## config.mk

```make
export PLATFORM = sky130hd
export DESIGN_NAME = mov_bus_sequencer_flat
export DESIGN_NICKNAME = d
export VERILOG_FILES = /design/src/rtl/mov_bus_sequencer_pkg.sv /design/src/rtl/mov_bus_sequencer_if.sv /design/src/rtl/mov_bus_sequencer_req_buf.sv /design/src/rtl/mov_bus_sequencer.sv /design/src/flat_wrapper.sv
export SDC_FILE = /design/constraint.sdc
export NUM_CORES = 1
export LEC_CHECK = 0
export ABC_AREA = 0
export CELL_PAD_IN_SITES_DETAIL_PLACEMENT = 1
export CELL_PAD_IN_SITES_GLOBAL_PLACEMENT = 1
export CORE_AREA = 2 2 54 61
export CTS_BUF_LIST = sky130_fd_sc_hd__clkbuf_2
export DETAILED_ROUTE_END_ITERATION = 12
export DIE_AREA = 0 0 56 63
export PLACE_DENSITY = 0.75
export SLEW_MARGIN = 20
export SYNTH_ARGS = -nofsm -noshare
export SYNTH_HDL_FRONTEND = slang
export SYNTH_HIERARCHICAL = 1
export SYNTH_SLANG_ARGS = --single-unit
```

## constraint.sdc

```tcl
create_clock -name clk -period 1.7 [get_ports clk]
set_input_delay 0.34 -clock clk [delete_from_list [all_inputs] [get_ports clk]]
set_output_delay 0.34 -clock clk [all_outputs]
set_load 0.02 [all_outputs]
```

## src/rtl/mov_bus_sequencer_pkg.sv

```systemverilog
// mov_bus_pkg: shared FSM states, request struct and default sizes for the MOV bus sequencer.
package mov_bus_pkg;
    localparam int NREGS_DEF = 4;
    localparam int IDX_W_DEF = 2;
    localparam int IDX_W_MAX = 8;
    typedef enum logic [2:0] {IDLE, DRIVE, LOAD, HOLD, ERR} state_e;
    // Indices are zero-extended to IDX_W_MAX so one struct serves every IDX_W.
    typedef struct packed {
        logic [IDX_W_MAX-1:0] src;
        logic [IDX_W_MAX-1:0] dst;
    } mov_req_t;
endpackage

```

## src/rtl/mov_bus_sequencer_if.sv

```systemverilog
// mov_bus_sequencer_if: MOV request handshake plus per-register bus output/load enables.
interface mov_bus_sequencer_if
    import mov_bus_pkg::*;
#(
    parameter int NREGS = NREGS_DEF,
    parameter int IDX_W = IDX_W_DEF
);
    logic             req_valid;
    logic             req_ready;
    logic [IDX_W-1:0] req_src;
    logic [IDX_W-1:0] req_dst;
    logic             busy;
    logic             done;
    logic             err;
    logic [NREGS-1:0] oe;
    logic [NREGS-1:0] load_n;
    modport master (output req_valid, req_src, req_dst, input req_ready, busy, done, err, oe, load_n);
    modport slave (input req_valid, req_src, req_dst, output req_ready, busy, done, err, oe, load_n);
endinterface

```

## src/rtl/mov_bus_sequencer_req_buf.sv

```systemverilog
// mov_req_buf: one-entry pending MOV request register; only built when MOV_PENDING_EN is defined.
`ifdef MOV_PENDING_EN
module mov_req_buf
    import mov_bus_pkg::*;
(
    input  logic     clk,
    input  logic     clr,
    input  logic     push_i,
    input  logic     pop_i,
    input  mov_req_t data_i,
    output logic     valid_o,
    output logic     ready_o,
    output mov_req_t data_o
);
    logic valid_d;
    assign valid_d = push_i || (valid_o && !pop_i);
    always_ff @(posedge clk) begin
        if (clr) begin
            valid_o <= 1'b0;
            ready_o <= 1'b1;
            data_o  <= '0;
        end else begin
            valid_o <= valid_d;
            ready_o <= !valid_d;
            if (push_i) data_o <= data_i;
        end
    end
endmodule
`endif

```

## src/rtl/mov_bus_sequencer.sv

```systemverilog
// mov_bus_sequencer: drives one source OE then one active-low load per MOV on a shared register bus.
// Define MOV_PENDING_EN to add a one-entry pending buffer so transfers run back-to-back.
module mov_bus_sequencer
    import mov_bus_pkg::*;
#(
    parameter int NREGS  = NREGS_DEF,
    parameter int IDX_W  = IDX_W_DEF,
    parameter int SETTLE = 1
) (
    input logic clk,
    input logic clr,
    mov_bus_sequencer_if.slave bus
);
    localparam int CW = $clog2(SETTLE + 1);
    state_e           state_q, state_d;
    logic [CW-1:0]    cnt_q, cnt_d;
    mov_req_t         cur_q, cur_d, in_req, nxt_req;
    logic [NREGS-1:0] oe_q, oe_d, load_n_q, load_n_d, src_hot, dst_hot;
    logic             done_q, err_q, busy_q, ready_q;
    logic             accept, finishing, have, nxt_ok;

    assign in_req    = '{src: IDX_W_MAX'(bus.req_src), dst: IDX_W_MAX'(bus.req_dst)};
    assign accept    = bus.req_valid && ready_q;
    assign finishing = state_q inside {IDLE, HOLD, ERR};
    assign nxt_ok    = nxt_req.src != nxt_req.dst && nxt_req.src < IDX_W_MAX'(NREGS)
                       && nxt_req.dst < IDX_W_MAX'(NREGS);

`ifdef MOV_PENDING_EN
    mov_req_t pend_req;
    logic     pend_valid, pop, push;
    // A request arriving with the slot empty while finishing goes straight to the FSM.
    assign pop     = finishing && pend_valid;
    assign push    = accept && !(finishing && !pend_valid);
    assign have    = pend_valid || accept;
    assign nxt_req = pend_valid ? pend_req : in_req;
    mov_req_buf u_buf (
        .clk     (clk),
        .clr     (clr),
        .push_i  (push),
        .pop_i   (pop),
        .data_i  (in_req),
        .valid_o (pend_valid),
        .ready_o (ready_q),
        .data_o  (pend_req)
    );
`else
    assign have    = accept;
    assign nxt_req = in_req;
    always_ff @(posedge clk) ready_q <= clr || state_d == IDLE;
`endif

    always_comb begin
        state_d = state_q;
        cnt_d   = cnt_q;
        cur_d   = cur_q;
        if (finishing) begin
            state_d = !have ? IDLE : nxt_ok ? DRIVE : ERR;
            cur_d   = have ? nxt_req : cur_q;
            cnt_d   = CW'(SETTLE - 1);
        end else if (state_q == DRIVE) begin
            state_d = cnt_q == '0 ? LOAD : DRIVE;
            cnt_d   = cnt_q - 1'b1;
        end else begin
            state_d = HOLD;
        end
        src_hot = '0;
        dst_hot = '0;
        for (int i = 0; i < NREGS; i++) begin
            src_hot[i] = cur_d.src == IDX_W_MAX'(i);
            dst_hot[i] = cur_d.dst == IDX_W_MAX'(i);
        end
        oe_d     = (state_d inside {DRIVE, LOAD, HOLD}) ? src_hot : '0;
        load_n_d = (state_d == LOAD) ? ~dst_hot : '1;
    end

    always_ff @(posedge clk) begin
        if (clr) begin
            state_q  <= IDLE;
            cnt_q    <= '0;
            cur_q    <= '0;
            oe_q     <= '0;
            load_n_q <= '1;
            done_q   <= 1'b0;
            err_q    <= 1'b0;
            busy_q   <= 1'b0;
        end else begin
            state_q  <= state_d;
            cnt_q    <= cnt_d;
            cur_q    <= cur_d;
            oe_q     <= oe_d;
            load_n_q <= load_n_d;
            done_q   <= state_d == HOLD;
            err_q    <= state_d == ERR;
            busy_q   <= state_d != IDLE;
        end
    end

    assign bus.req_ready = ready_q;
    assign bus.oe        = oe_q;
    assign bus.load_n    = load_n_q;
    assign bus.done      = done_q;
    assign bus.err       = err_q;
    assign bus.busy      = busy_q;
endmodule
```

## src/flat_wrapper.sv

```systemverilog
// flat-port wrapper written by rule: the top's interface ports become plain ports
module mov_bus_sequencer_flat import mov_bus_pkg::*;
#(
    parameter int NREGS  = NREGS_DEF,
    parameter int IDX_W  = IDX_W_DEF,
    parameter int SETTLE = 1
)
  (clk, clr, bus_req_valid, bus_req_src, bus_req_dst, bus_req_ready, bus_busy, bus_done, bus_err, bus_oe, bus_load_n);
  mov_bus_sequencer_if #(.NREGS(NREGS), .IDX_W(IDX_W)) bus_i ();
  input logic clk;
  input logic clr;
  input wire logic [$bits(bus_i.req_valid)-1:0] bus_req_valid;
  input wire logic [$bits(bus_i.req_src)-1:0] bus_req_src;
  input wire logic [$bits(bus_i.req_dst)-1:0] bus_req_dst;
  output wire logic [$bits(bus_i.req_ready)-1:0] bus_req_ready;
  output wire logic [$bits(bus_i.busy)-1:0] bus_busy;
  output wire logic [$bits(bus_i.done)-1:0] bus_done;
  output wire logic [$bits(bus_i.err)-1:0] bus_err;
  output wire logic [$bits(bus_i.oe)-1:0] bus_oe;
  output wire logic [$bits(bus_i.load_n)-1:0] bus_load_n;
  assign bus_i.req_valid = bus_req_valid;
  assign bus_i.req_src = bus_req_src;
  assign bus_i.req_dst = bus_req_dst;
  assign bus_req_ready = bus_i.req_ready;
  assign bus_busy = bus_i.busy;
  assign bus_done = bus_i.done;
  assign bus_err = bus_i.err;
  assign bus_oe = bus_i.oe;
  assign bus_load_n = bus_i.load_n;
  mov_bus_sequencer #(.NREGS(NREGS), .IDX_W(IDX_W), .SETTLE(SETTLE)) u_core (.clk(clk), .clr(clr), .bus(bus_i));
endmodule
```

==> summary.md <==
| Metric | Value |
|---|---|
| Run status | `finished, final reports clean` |
| Post-route cell area | `0.001478 sq mm` |
| Startpoint types | `register` |
| Tot GR Track Use | `0.1573` |
| DP HPWL | `1836 microns` |
| Postcts setup bufs | `0` |
| R2r endpoint | `u_core/bus.load_n[2]$_SDFF_PP1_` |
| Total power | `0.001837 W` |
| CTS buffer count | `5` |
| Net count, final | `155` |
| Worst slew margin | `0.7360` |
| Fin crit period | `1.625 ns` |
| Final wirelength | `2482 microns` |
| #FFs+latches synth | `32` |
| Share of layout cells above drive strength 1 | `0.1544` |
| Crit-path max cell delay | `0.61 ns` |
| Power density cells | `1243 mW/mm^2` |
| Worst-Skew Late Latency | `0.35 ns` |
| N_diodes | `0` |
| Most frequent cells after synthesis | `dfxtp_1, and3_1, nor2_1` |
| Hold Crit Depth | `1` |
| Max stage delay cell, worst path | `clkdlybuf4s50_1` |
| Starting density of the core | `0.3844` |
| Initial antenna violation count | `0` |
| Count leader, synth | `dfxtp_1` |
| Netlist cell types | `30` |
| # hold bufs at CTS | `0` |
| Area of the core | `0.002943 sq mm` |
| Cell Area, Synth | `0.001131 sq mm` |
| Yosys top cell by area | `dfxtp_1` |
| Ys async rst share | `0` |
| Critical path required time | `1.36 ns` |
| Placer Congestion | `0.7240` |
| Die area | `0.003528 sq mm` |
| Max cap viols | `0` |
| Max Slew Vio Count | `0` |
| Synth area leaders | `dfxtp_1, and3_1, nand3b_1` |
| Post-route clock skew | `0.01105 ns` |
| CTS HTree Levels | `2` |
| Core Rows | `21` |
| Max VDD drop | `0.6873 mV` |
| DIE HEIGHT | `63 microns` |
| Clock sinks | `32` |
| Final worst path period share | `0.9560` |
| DRC Markers | `0` |
| Register area share after synthesis | `0.5664` |
| Setup_tns | `0 ns` |
| Area Overhead vs Synth | `30.64%` |
| Gr ovfl total | `0` |
| CTS tree | `done` |
| Largest net degree at the start of global routing | `13` |
| Vias in the first global route | `952` |
| Number of synthesized flops with an enable pin | `0` |
| DP Area | `0.001429 sq mm` |
| Routed wire per std cell | `13.56 microns` |
| Post-Syn Nets | `121` |
| Hold slack | `0.4879 ns` |
| Width of the die | `56 microns` |
| Hold WC Path Type | `register to register` |
| Crit. End Element | `output pin` |
| Achievable Freq | `0.6153 GHz` |
| R2R setup slack | `0.13 ns` |
| Vias per inst | `5.049` |
| IO Pins | `19` |
| Routed Antenna Nets | `0` |
| Global-route wire length before repair | `4278 microns` |
| # setup viols final | `0` |
| CTS clock-pin slew for the worst setup and hold paths | `0.16 ns` |
| Crit Path Category | `register to output pin` |
| Worst path arrival time | `1.29 ns` |
| Initial DRC count | `13` |
| Drt first pass iters | `3` |
| Critical Path Fanout Max | `1` |
| # resized after CTS | `0` |
| Worst path bufs/invs | `1` |
| CTS root buf | `clkbuf_2` |
| Cells after Synth | `114` |
| Final Hold Viols | `0` |
| Vias | `924` |
| R2R cell count | `5` |
| Syn avg cell area | `9.922 sq um` |
| Clock Tree Buf Depth | `2` |
| Share of the synthesized area in the top cell type | `0.5664` |
| Worst-Margin Slew | `0.3849 ns` |
| Hold Path End | `u_core/cur_q[13]$_SDFF_PP0_` |
| Top_reg_cell synth | `dfxtp_1` |
| RSZ-0062 raised after global routing | `false` |
| Pleak | `0.6418 nW` |
| Crit path max-delay family | `buffers and inverters` |
| Reg2reg start | `u_core/state_q[0]$_SDFF_PP0_` |
| Crit path cell chain | `clkdlybuf4s50_1` |
| Ys Warns | `6` |
| Hold Crit Start | `u_core/cur_q[13]$_SDFF_PP0_` |
| Input/output buffers | `18` |
stage by stage:
stage / utilization / std cells / setup WS (ns)
global placement: 0.4855 / 175 / -0.1778
CTS: 0.4987 / 183 / 0.02463
floorplan: - / 114 / 0.1547
finish: 0.5021 / 183 / 0.07480
global route: 0.5021 / 183 / 0.001183
detailed placement: 0.4855 / 175 / -0.2239
routing by layer:
| metal | share of wire | vias up | GRT usage |
|---|---|---|---|
| li1 | - | 470 | - |
| met1 | 0.49 | 431 | 0.1907 |
| met2 | 0.46 | 19 | 0.2500 |
| met3 | 0.046 | 4 | 0.05383 |
| met4 | 0.012 | 0 | 0.07143 |
| met5 | 0 | - | 0 |
worst max path at each step:
stage / cells past startpoint / startpoint / end / slack [ns]
final: 1 / u_core/bus.load_n[1]$_SDFF_PP1_ / bus_load_n[1] / 0.07
after floorplan: 5 / u_core/bus.req_ready$_DFF_P_ / u_core/bus.load_n[3]$_SDFF_PP1_ / 0.15
after global routing: 1 / u_core/bus.busy$_SDFF_PP0_ / bus_busy / 0.001
after detailed placement: 5 / bus_req_valid / u_core/bus.load_n[3]$_SDFF_PP1_ / -0.22
after global placement: 5 / bus_req_valid / u_core/bus.load_n[3]$_SDFF_PP1_ / -0.18
after CTS: 1 / u_core/bus.load_n[3]$_SDFF_PP1_ / bus_load_n[3] / 0.02
registers in the layout (all words and copies together), names as in the netlist:
signal,cells
u_core/cur_q,16
u_core/cnt_q,1
u_core/bus.done,1
u_core/state_q,3
u_core/bus.oe,4
u_core/bus.req_ready,1
u_core/bus.load_n,4
u_core/bus.err,1
u_core/bus.busy,1
layout by cell type, fill, tap and decap left out, types with 2 or more instances in the layout:
cell type | Yosys | routed
inv_1 | 4 | 4
clkbuf_2 | 0 | 5
or3_1 | 2 | 2
o21a_1 | 2 | 2
and3_1 | 12 | 12
dlymetal6s2s_1 | 0 | 4
dfxtp_1 | 32 | 32
clkdlybuf4s50_1 | 0 | 14
a21boi_0 | 2 | 2
a21oi_1 | 7 | 7
xnor2_1 | 2 | 2
nand3_1 | 4 | 4
clkinv_2 | 0 | 2
nor3_1 | 4 | 4
o21ai_0 | 2 | 2
nand2_1 | 6 | 6
mux2i_1 | 2 | 2
nand3b_1 | 6 | 6
nor2_1 | 10 | 10
buf_4 | 0 | 13
final cells by class:
type | count | area, sq um
repair buffers | 31 | 287.8
clock buffers | 5 | 25.02
flip-flops and latches | 32 | 640.6
well taps | 34 | 42.54
fillers | 358 | 1465
multi-input cells | 74 | 452.9
inverters | 4 | 15.01
clock inverters | 3 | 13.76
power by group:
group          total, W  internal (W)  leakage, nW  switching [W]
sequential     0.000892      0.000836        0.260      0.0000553
combinational  0.000610      0.000285        0.352       0.000325
clock          0.000336     0.0000923       0.0302       0.000244
kinds of logic after synthesis:
kind of cell | after synthesis | synth area share
mux | 2 | 0.01770
buf+inv | 8 | 0.03318
xor+xnor | 2 | 0.01549
compound gates | 20 | 0.1195
flops | 32 | 0.5664
simple gates | 50 | 0.2478
(Power assumes the default switching activity.)
